## src/rtl/pixel_pkg.sv

```systemverilog
// pixel_pkg: screen geometry, colors, FSM states and (x,y) to address mapping
package pixel_pkg;
   localparam int SCREEN_W = 160;
   localparam int SCREEN_H = 120;
   localparam int ADDR_W = 15;
   localparam logic [2:0] BLACK = 3'b000;
   localparam logic [2:0] WHITE = 3'b111;
   typedef enum logic [1:0] {S_IDLE, S_DRAIN, S_RD_ISSUE, S_RD_WAIT} state_t;
   function automatic logic [ADDR_W-1:0] xy_to_addr(input logic [7:0] x, input logic [6:0] y);
      return ({8'd0, y} << 7) + ({8'd0, y} << 5) + {7'd0, x};
   endfunction
endpackage

```

## src/rtl/pixel_fifo.sv

```systemverilog
// pixel_fifo: synchronous FIFO with combinational head output
module pixel_fifo #(
   parameter int W = 18,
   parameter int DEPTH = 8
) (
   input  logic         clk,
   input  logic         reset,
   input  logic         push,
   input  logic         pop,
   input  logic [W-1:0] din,
   output logic [W-1:0] dout,
   output logic         full,
   output logic         empty
);
   localparam int AW = $clog2(DEPTH);
   logic [W-1:0] mem [DEPTH];
   logic [AW-1:0] wp, rp;
   logic [AW:0] cnt;
   always_ff @(posedge clk or posedge reset)
      if (reset) begin
         wp <= '0;
         rp <= '0;
         cnt <= '0;
      end else begin
         if (push) wp <= wp + 1'b1;
         if (pop) rp <= rp + 1'b1;
         cnt <= cnt + (AW+1)'(push) - (AW+1)'(pop);
      end
   always_ff @(posedge clk)
      if (push) mem[wp] <= din;
   assign dout = mem[rp];
   assign full = cnt == (AW+1)'(DEPTH);
   assign empty = cnt == '0;
endmodule

```

## src/rtl/pixel_write_receiver.sv

```systemverilog
// pixel_write_receiver: buffers draw-stream pixels into video RAM and serves ordered read-backs
module pixel_write_receiver
   import pixel_pkg::*;
#(
   parameter int FIFO_DEPTH = 8
) (
   input  logic              clk,
   input  logic              reset,
   input  logic [7:0]        x_in,
   input  logic [6:0]        y_in,
   input  logic [2:0]        color_in,
   input  logic              writeEn,
   output logic [ADDR_W-1:0] mem_addr,
   output logic [2:0]        mem_wdata,
   output logic              mem_we,
   input  logic              mem_ready,
   input  logic [2:0]        mem_rdata,
   input  logic              rd_req,
   input  logic [7:0]        rd_x,
   input  logic [6:0]        rd_y,
   output logic              rd_busy,
   output logic              rd_valid,
   output logic [2:0]        rd_color,
   output logic              oob_flag,
   output logic [7:0]        drop_count
);
   state_t state, nxt;
   logic full, empty, push, pop, in_range, rd_in_range, rd_take;
   logic [ADDR_W+2:0] head;
   logic [ADDR_W-1:0] rd_addr;
   assign in_range = (x_in < 8'(SCREEN_W)) && (y_in < 7'(SCREEN_H));
   assign rd_in_range = (rd_x < 8'(SCREEN_W)) && (rd_y < 7'(SCREEN_H));
   assign pop = (state == S_DRAIN) && mem_ready && !empty;
   assign push = writeEn && in_range && (!full || pop);
   assign rd_take = rd_req && !rd_busy;
   pixel_fifo #(.W(ADDR_W+3), .DEPTH(FIFO_DEPTH)) u_fifo (
      .clk(clk), .reset(reset), .push(push), .pop(pop),
      .din({xy_to_addr(x_in, y_in), color_in}), .dout(head),
      .full(full), .empty(empty)
   );
   // Any queued or incoming write takes priority over a read, keeping write-before-read order
   always_comb begin
      nxt = state;
      mem_we = 1'b0;
      mem_addr = '0;
      mem_wdata = BLACK;
      case (state)
         S_IDLE:
            if (!empty || push) nxt = S_DRAIN;
            else if (rd_busy || (rd_take && rd_in_range)) nxt = S_RD_ISSUE;
         S_DRAIN: begin
            mem_we = !empty;
            mem_addr = head[ADDR_W+2:3];
            mem_wdata = head[2:0];
            if (empty && !push) nxt = S_IDLE;
         end
         S_RD_ISSUE: begin
            mem_addr = rd_addr;
            if (mem_ready) nxt = S_RD_WAIT;
         end
         default: begin
            mem_addr = rd_addr;
            nxt = S_IDLE;
         end
      endcase
   end
   always_ff @(posedge clk or posedge reset)
      if (reset) begin
         state <= S_IDLE;
         oob_flag <= 1'b0;
         drop_count <= '0;
         rd_busy <= 1'b0;
         rd_valid <= 1'b0;
         rd_color <= BLACK;
         rd_addr <= '0;
      end else begin
         state <= nxt;
         if (writeEn && !in_range) oob_flag <= 1'b1;
         if (writeEn && in_range && !push && drop_count != 8'hFF) drop_count <= drop_count + 1'b1;
         rd_valid <= (state == S_RD_WAIT) || (rd_take && !rd_in_range);
         if (state == S_RD_WAIT) rd_color <= mem_rdata;
         else if (rd_take && !rd_in_range) rd_color <= BLACK;
         if (state == S_RD_WAIT) rd_busy <= 1'b0;
         else if (rd_take && rd_in_range) begin
            rd_busy <= 1'b1;
            rd_addr <= xy_to_addr(rd_x, rd_y);
         end
      end
endmodule

```

## config.mk

```make
export PLATFORM = sky130hd
export DESIGN_NAME = pixel_write_receiver
export DESIGN_NICKNAME = d
export VERILOG_FILES = /design/src/rtl/pixel_pkg.sv /design/src/rtl/pixel_fifo.sv /design/src/rtl/pixel_write_receiver.sv
export SDC_FILE = /design/constraint.sdc
export NUM_CORES = 1
export LEC_CHECK = 0
export BUFFER_PORTS_ARGS = -buffer_cell sky130_fd_sc_hd__clkbuf_2
export CORE_ASPECT_RATIO = 0.9
export CORE_MARGIN = 10
export CORE_UTILIZATION = 52
export CTS_CLUSTER_SIZE = 20
export DETAILED_ROUTE_END_ITERATION = 16
export HOLD_SLACK_MARGIN = 0.08
export PLACE_DENSITY_LB_ADDON = 0.08
export SYNTH_ARGS = -nofsm -noshare
export SYNTH_HDL_FRONTEND = slang
export SYNTH_SLANG_ARGS = --single-unit
```

## constraint.sdc

```tcl
create_clock -name clk -period 3.2 [get_ports clk]
set_input_delay 0.64 -clock clk [delete_from_list [all_inputs] [get_ports clk]]
set_output_delay 0.64 -clock clk [all_outputs]
set_load 0.05 [all_outputs]
```

==> results of run 1 <==
where the power goes:
part,internal (µW),switching (µW)
registers,3020,221
clock network,1160,882
logic,1170,2060
total,5350,3170
synthesized netlist by cell type, drive strengths merged:
master | instances | area share, %
edfxtp | 144 | 53
dfrtp | 41 | 13
nand2 | 37 | 1.7
mux4 | 36 | 9.9
ha | 35 | 5.4
o21ai | 26 | 1.6
inv | 22 | 1.0
mux2i | 18 | 2.2
nor2 | 18 | 0.86
xnor2 | 14 | 1.6
a21oi | 10 | 0.61
mux2 | 10 | 1.4
clkbuf | 9 | 0.43
buf | 8 | 0.58
xor2 | 8 | 0.86
a21o | 7 | 0.64
nand2b | 7 | 0.57
nand3 | 6 | 0.37
fa | 5 | 1.2
nand4 | 5 | 0.38
nor3 | 5 | 0.31
a22o | 3 | 0.32
a211oi | 2 | 0.18
a41oi | 2 | 0.21
and3 | 2 | 0.15
nor3b | 2 | 0.18
o21a | 2 | 0.18
o31ai | 2 | 0.18
or2 | 2 | 0.15
or3 | 2 | 0.28
a41o | 1 | 0.12
and2 | 1 | 0.077
nand4b | 1 | 0.11
o21ba | 1 | 0.12
o221a | 1 | 0.14
o22ai | 1 | 0.077
o311ai | 1 | 0.20
o41ai | 1 | 0.11
logic make-up (layout without fill, tap and decap cells):
kind of cell	count (synthesis)	in the layout	share of synthesized area, %
adders and majority gates	40	40	6.59
buffers and inverters	39	142	2.02
AOI/OAI and AO/OA	60	60	4.71
muxes	64	64	13.5
DFF	185	185	65.6
xor gates and xnor gates	22	22	2.45
and+or+nand+nor	88	88	5.14
final cells by class:
class	count	area (µm²)	share of cell area [%]
clock buffer	18	429	4.53
clock inverter	14	148	1.56
inverter	22	82.6	0.872
multi-input combinational	274	2660	28.1
sequential	185	5350	56.5
tap	202	253	2.67
timing repair buffer	88	541	5.71
metrics by stage:
stage          std cells  hold slack [ps]  utilization (%)  worst slack (ps)
6_report             803              379             61.5               102
5_1_grt              803              427             61.5              4.43
4_1_cts              803              404             61.5              39.1
3_5_place_dp         771              450             57.7              40.2
3_3_place_gp         771              439             57.7               150
2_1_floorplan        498              448                -              86.0
how the worst max path moves through the flow:
stage / to / from
2_1_floorplan: u_fifo.mem[0][0] / x_in[6]
3_3_place_gp: u_fifo.mem[0][15] / x_in[7]
3_5_place_dp: u_fifo.mem[3][15] / x_in[7]
4_1_cts: mem_addr[13] / u_fifo.rp[0]
5_1_grt: mem_addr[12] / u_fifo.rp[0]
6_report: mem_addr[12] / u_fifo.rp[0]
flip-flops by register name, summed over array words and instances, names as in the netlist:
signal / flops
u_fifo.cnt: 4
rd_busy: 1
oob_flag: 1
drop_count: 8
u_fifo.rp: 3
state: 2
rd_color: 3
u_fifo.wp: 3
u_fifo.mem: 144
rd_addr: 15
rd_valid: 1
worst max-delay path, cell delays in order, from the launching register on:
cell      delay, ps
dfrtp_4         550
buf_12          210
mux4_2          530
mux2i_1         360
o21ai_0         130
clkbuf_2        250
per-layer routing:
metal | global-route usage [%] | up-vias | part of all wire (%)
met1 | 21.1 | 2274 | 47
li1 | - | 2088 | -
met4 | 4.86 | 0 | 0.92
met3 | 3.60 | 12 | 3.8
met2 | 24.8 | 108 | 48
met5 | 0 | - | 0
repair_timing:
item                       CTS  global route
resized for setup            1             2
buffers inserted             0             0
setup endpoints to repair    2             2
==> results.sh, run 1 <==
export IMPL_status="complete, no violations"
export IMPL_startpoint_type="register"
export IMPL_portBuffers=73
export IMPL_report_final_hold_viol_count=0
export IMPL_ant_nets=0
export IMPL_peakVddDrop_mv=0.871
export IMPL_cp_required_ps=2560
export IMPL_grt_pass1_wl_mm=26.0
export IMPL_final_common_cell="edfxtp_1"
export IMPL_power_uw=8510
export IMPL_tightest_slew_ps=877
export IMPL_finalSetupViolations=0
export IMPL_grt_total_usage_pct=15.7
export IMPL_clock_path_buffers=2
export IMPL_antenna_found_initial=0
export IMPL_reg2reg_slack_ps=560
export IMPL_r2r_start="state[1]"
export IMPL_min_period_ps=3100
export IMPL_start_util_pct=53.0
export IMPL_n_antenna_cell=0
export IMPL_max_freq_mhz=323
export IMPL_cp_arrival_ps=2460
export IMPL_power_per_cell_area_nw_per_um2=899
export IMPL_path_clk_slew_ps=70
export IMPL_rows=43
export IMPL_power_leakage_uw=0.00370
export IMPL_synth_distinct_cells=45
export IMPL_hp_class="input port to asynchronous set/reset pin"
export IMPL_ys_seq_elements=185
export IMPL_postSynthAreaPerCell_um2=16.4
export IMPL_relSlewSlack_pct=41.5
export IMPL_die_height_um=139
export IMPL_worstSetupPathType="register to output pin"
export IMPL_fin_crit_sh_pct=96.8
export IMPL_wire_per_inst_um=20.2
export IMPL_cts_hold_buf=0
export IMPL_area_delta_synth_final_pct=16.0
export IMPL_ys_warnings_count=0
export IMPL_clock_latency_ps=430
export IMPL_core_um2=15400
export IMPL_grt_overflow=0
export IMPL_drc=0
export IMPL_rsz0062_at_grt="no"
export IMPL_grt_pass1_vias=4779
export IMPL_fill_cells=1178
export IMPL_gp_congestion=0.792
export IMPL_setup_tns_ps=0
export IMPL_synthesis_nets=579
export IMPL_drt_wl_total_mm=16.2
export IMPL_die_w_um=152
export IMPL_dr_pass1_iters=4
export IMPL_vias=4482
export IMPL_place_area_um2=8880
export IMPL_ios=74
export IMPL_layout_nets=669
export IMPL_dp_hpwl_mm=10.8
export IMPL_path_max_fanout=14
export IMPL_synth_seq_area_share_pct=65.6
export IMPL_r2r_end="u_fifo.mem[4][10]"
export IMPL_maxSlewViolCount=0
export IMPL_final_cell_mix="edfxtp_1 (144), clkbuf_2 (73), dfrtp_1 (40), nand2_1 (37), mux4_2 (36)"
export IMPL_cts_tree="built"
export IMPL_cts_sinks=185
export IMPL_syn_inst=498
export IMPL_fin_skew_ps=16.3
export IMPL_drt_initial_drc_count=230
export IMPL_worstSetupEndpointType="output pin"
export IMPL_drv_cap=0
export IMPL_grt_max_degree=42
export IMPL_r2r_worst_path_cells=7
export IMPL_drive_above_1_share_pct=30.0
export IMPL_final_area_um2=9470
export IMPL_synth_area_um2=8160
export IMPL_cts_made_buffers=17
export IMPL_cts_htree_levels=4
export IMPL_clockRootBuffer="clkbuf_16"
export IMPL_via_per_inst=5.58
export IMPL_dieArea_um2=21100
Note: power is estimated with default switching activity, not from simulation.
==> run 2, diff against run 1 <==
Settings changed: RECOVER_POWER set to 100.
==> results.sh, run 2 (synthesis gave the netlist of run 1 again) <==
export IMPL_drive_above_1_share_pct=24.1
export IMPL_drc=0
export IMPL_startpoint_type="register"
export IMPL_core_um2=15400
export IMPL_reg2reg_slack_ps=350
export IMPL_maxSlewViolCount=42
export IMPL_clock_path_buffers=2
export IMPL_peakVddDrop_mv=0.870
export IMPL_r2r_worst_path_cells=7
export IMPL_ios=74
export IMPL_grt_total_usage_pct=15.7
export IMPL_ant_nets=0
export IMPL_via_per_inst=5.59
export IMPL_power_uw=8470
export IMPL_worstSetupEndpointType="output pin"
export IMPL_max_freq_mhz=323
export IMPL_start_util_pct=53.0
export IMPL_cts_sinks=185
export IMPL_cp_endpoint="mem_addr[12]"
export IMPL_power_leakage_uw=0.00360
export IMPL_crit_cells=5
export IMPL_largest_reg_flops=144
export IMPL_dieArea_um2=21100
export IMPL_power_per_cell_area_nw_per_um2=904
export IMPL_vias=4487
export IMPL_wire_per_inst_um=20.2
export IMPL_drt_initial_drc_count=241
export IMPL_rsz0062_at_grt="no"
export IMPL_crit_buf_inv=2
export IMPL_finalSetupViolations=0
export IMPL_die_height_um=139
export IMPL_violations="max-capacitance violations, max-slew violations"
export IMPL_dr_pass1_iters=5
export IMPL_clockRootBuffer="clkbuf_16"
export IMPL_gp_congestion=0.792
export IMPL_fill_cells=1202
export IMPL_worstSetupPathType="register to output pin"
export IMPL_tightest_slew_ps=1580
export IMPL_grt_overflow=0
export IMPL_cts_tree="built"
export IMPL_report_final_hold_viol_count=0
export IMPL_fin_skew_ps=11.6
export IMPL_n_antenna_cell=0
export IMPL_portBuffers=73
export IMPL_crit_family="multiplexers"
export IMPL_cts_made_buffers=17
export IMPL_cts_htree_levels=4
export IMPL_hp_class="input port to register"
export IMPL_antenna_found_initial=0
export IMPL_die_w_um=152
export IMPL_grt_pass1_vias=4779
export IMPL_crit_path_max_incr_delay_ps=550
export IMPL_crit_chain="buf_12 -> mux4_2 -> mux2i_1 -> o21ai_0 -> clkbuf_2"
export IMPL_layout_nets=669
export IMPL_status="complete, but fails checks"
export IMPL_rows=43
export IMPL_cp_slowest_cell="dfrtp_4"
export IMPL_drv_cap=1
export IMPL_top_regs="u_fifo.mem x144, rd_addr x15, drop_count x8"
export IMPL_min_period_ps=3100
export IMPL_r2r_start="state[1]"
export IMPL_cts_hold_buf=0
export IMPL_final_cell_mix="edfxtp_1 (144), clkbuf_2 (55), dfrtp_1 (40), nand2_1 (37), mux4_2 (36)"
export IMPL_relSlewSlack_pct=-5.15
export IMPL_cp_required_ps=2560
export IMPL_grt_pass1_wl_mm=26.0
export IMPL_final_common_cell="edfxtp_1"
export IMPL_r2r_end="u_fifo.mem[0][4]"
export IMPL_drt_wl_total_mm=16.2
export IMPL_dp_hpwl_mm=10.8
export IMPL_cp_startpoint="u_fifo.rp[0]"
export IMPL_path_max_fanout=14
export IMPL_clock_latency_ps=430
export IMPL_path_clk_slew_ps=60
export IMPL_area_delta_synth_final_pct=14.9
export IMPL_fin_crit_sh_pct=96.8
export IMPL_setup_tns_ps=0
export IMPL_cp_arrival_ps=2460
export IMPL_grt_max_degree=42
export IMPL_largest_register="u_fifo.mem"
==> run 2: cell count changes in the layout (fill, tap and decap cells not counted) <==
| cell | change |
|---|---|
| and2_0 | +1 |
| and2_1 | -1 |
| buf_12 | -1 |
| buf_4 | -10 |
| clkbuf_1 | +29 |
| clkbuf_2 | -18 |
| inv_1 | +1 |
| inv_2 | -1 |
| nor3_1 | +2 |
| nor3_2 | -2 |
| o21ba_1 | +1 |
| o21ba_2 | -1 |
| or3_1 | +2 |
| or3_4 | -2 |
==> run 2: area by class of cell <==
type,instances,area [µm²],share of cell area [%]
clock buffer,18,429,4.58
clock inverter,14,148,1.58
inverter,22,82.6,0.881
multi-input combinational,274,2640,28.2
sequential,185,5350,57.1
tap,202,253,2.70
timing repair buffer,88,464,4.95
==> run 2: worst reg2reg max path, delay by kind of cell (launching register included) <==
kind / cells / cell delay [ps]
compound gates: 1 / 440
buf+inv: 2 / 740
flops: 1 / 370
simple gates: 4 / 940
==> run 2: timing repair <==
| action | 4_1_cts | 5_1_grt |
|---|---|---|
| buffers inserted | 0 | 0 |
| resized for setup | 1 | 2 |
| setup endpoints to repair | 2 | 2 |
==> run 2: per-stage QoR <==
step | instances | worst slack, ps | utilization [%] | hold WS (ps) | area [µm²]
CTS | 803 | 39.1 | 61.5 | 404 | 9460
floorplan | 498 | 86.0 | - | 448 | 8160
detailed placement | 771 | 40.2 | 57.7 | 450 | 8880
global placement | 771 | 150 | 57.7 | 439 | 8880
finish | 803 | 103 | 60.9 | 435 | 9370
global route | 803 | 4.44 | 60.9 | 427 | 9370
==> run 2: power by group <==
group	internal, µW	switching (µW)
combinational	1140	2050
clock	1160	884
sequential	3020	216
==> run 2: worst min path at each step <==
stage	from	endpoint	depth (start not counted)
final	writeEn	oob_flag	2
after global routing	mem_rdata[0]	rd_color[0]	2
after CTS	reset	rd_color[2]	2
after detailed placement	oob_flag	oob_flag	1
after global placement	oob_flag	oob_flag	1
after floorplan	rd_addr[10]	rd_addr[10]	2
==> run 2: routing by layer <==
metal	vias to the layer above	share of wire (%)	track usage (%)	wire length [µm]
li1	2096	-	-	-
met1	2274	47	21.1	7640
met2	100	48	24.8	7750
met3	17	3.7	3.60	605
met4	0	1.2	4.86	202
met5	-	0	0	0
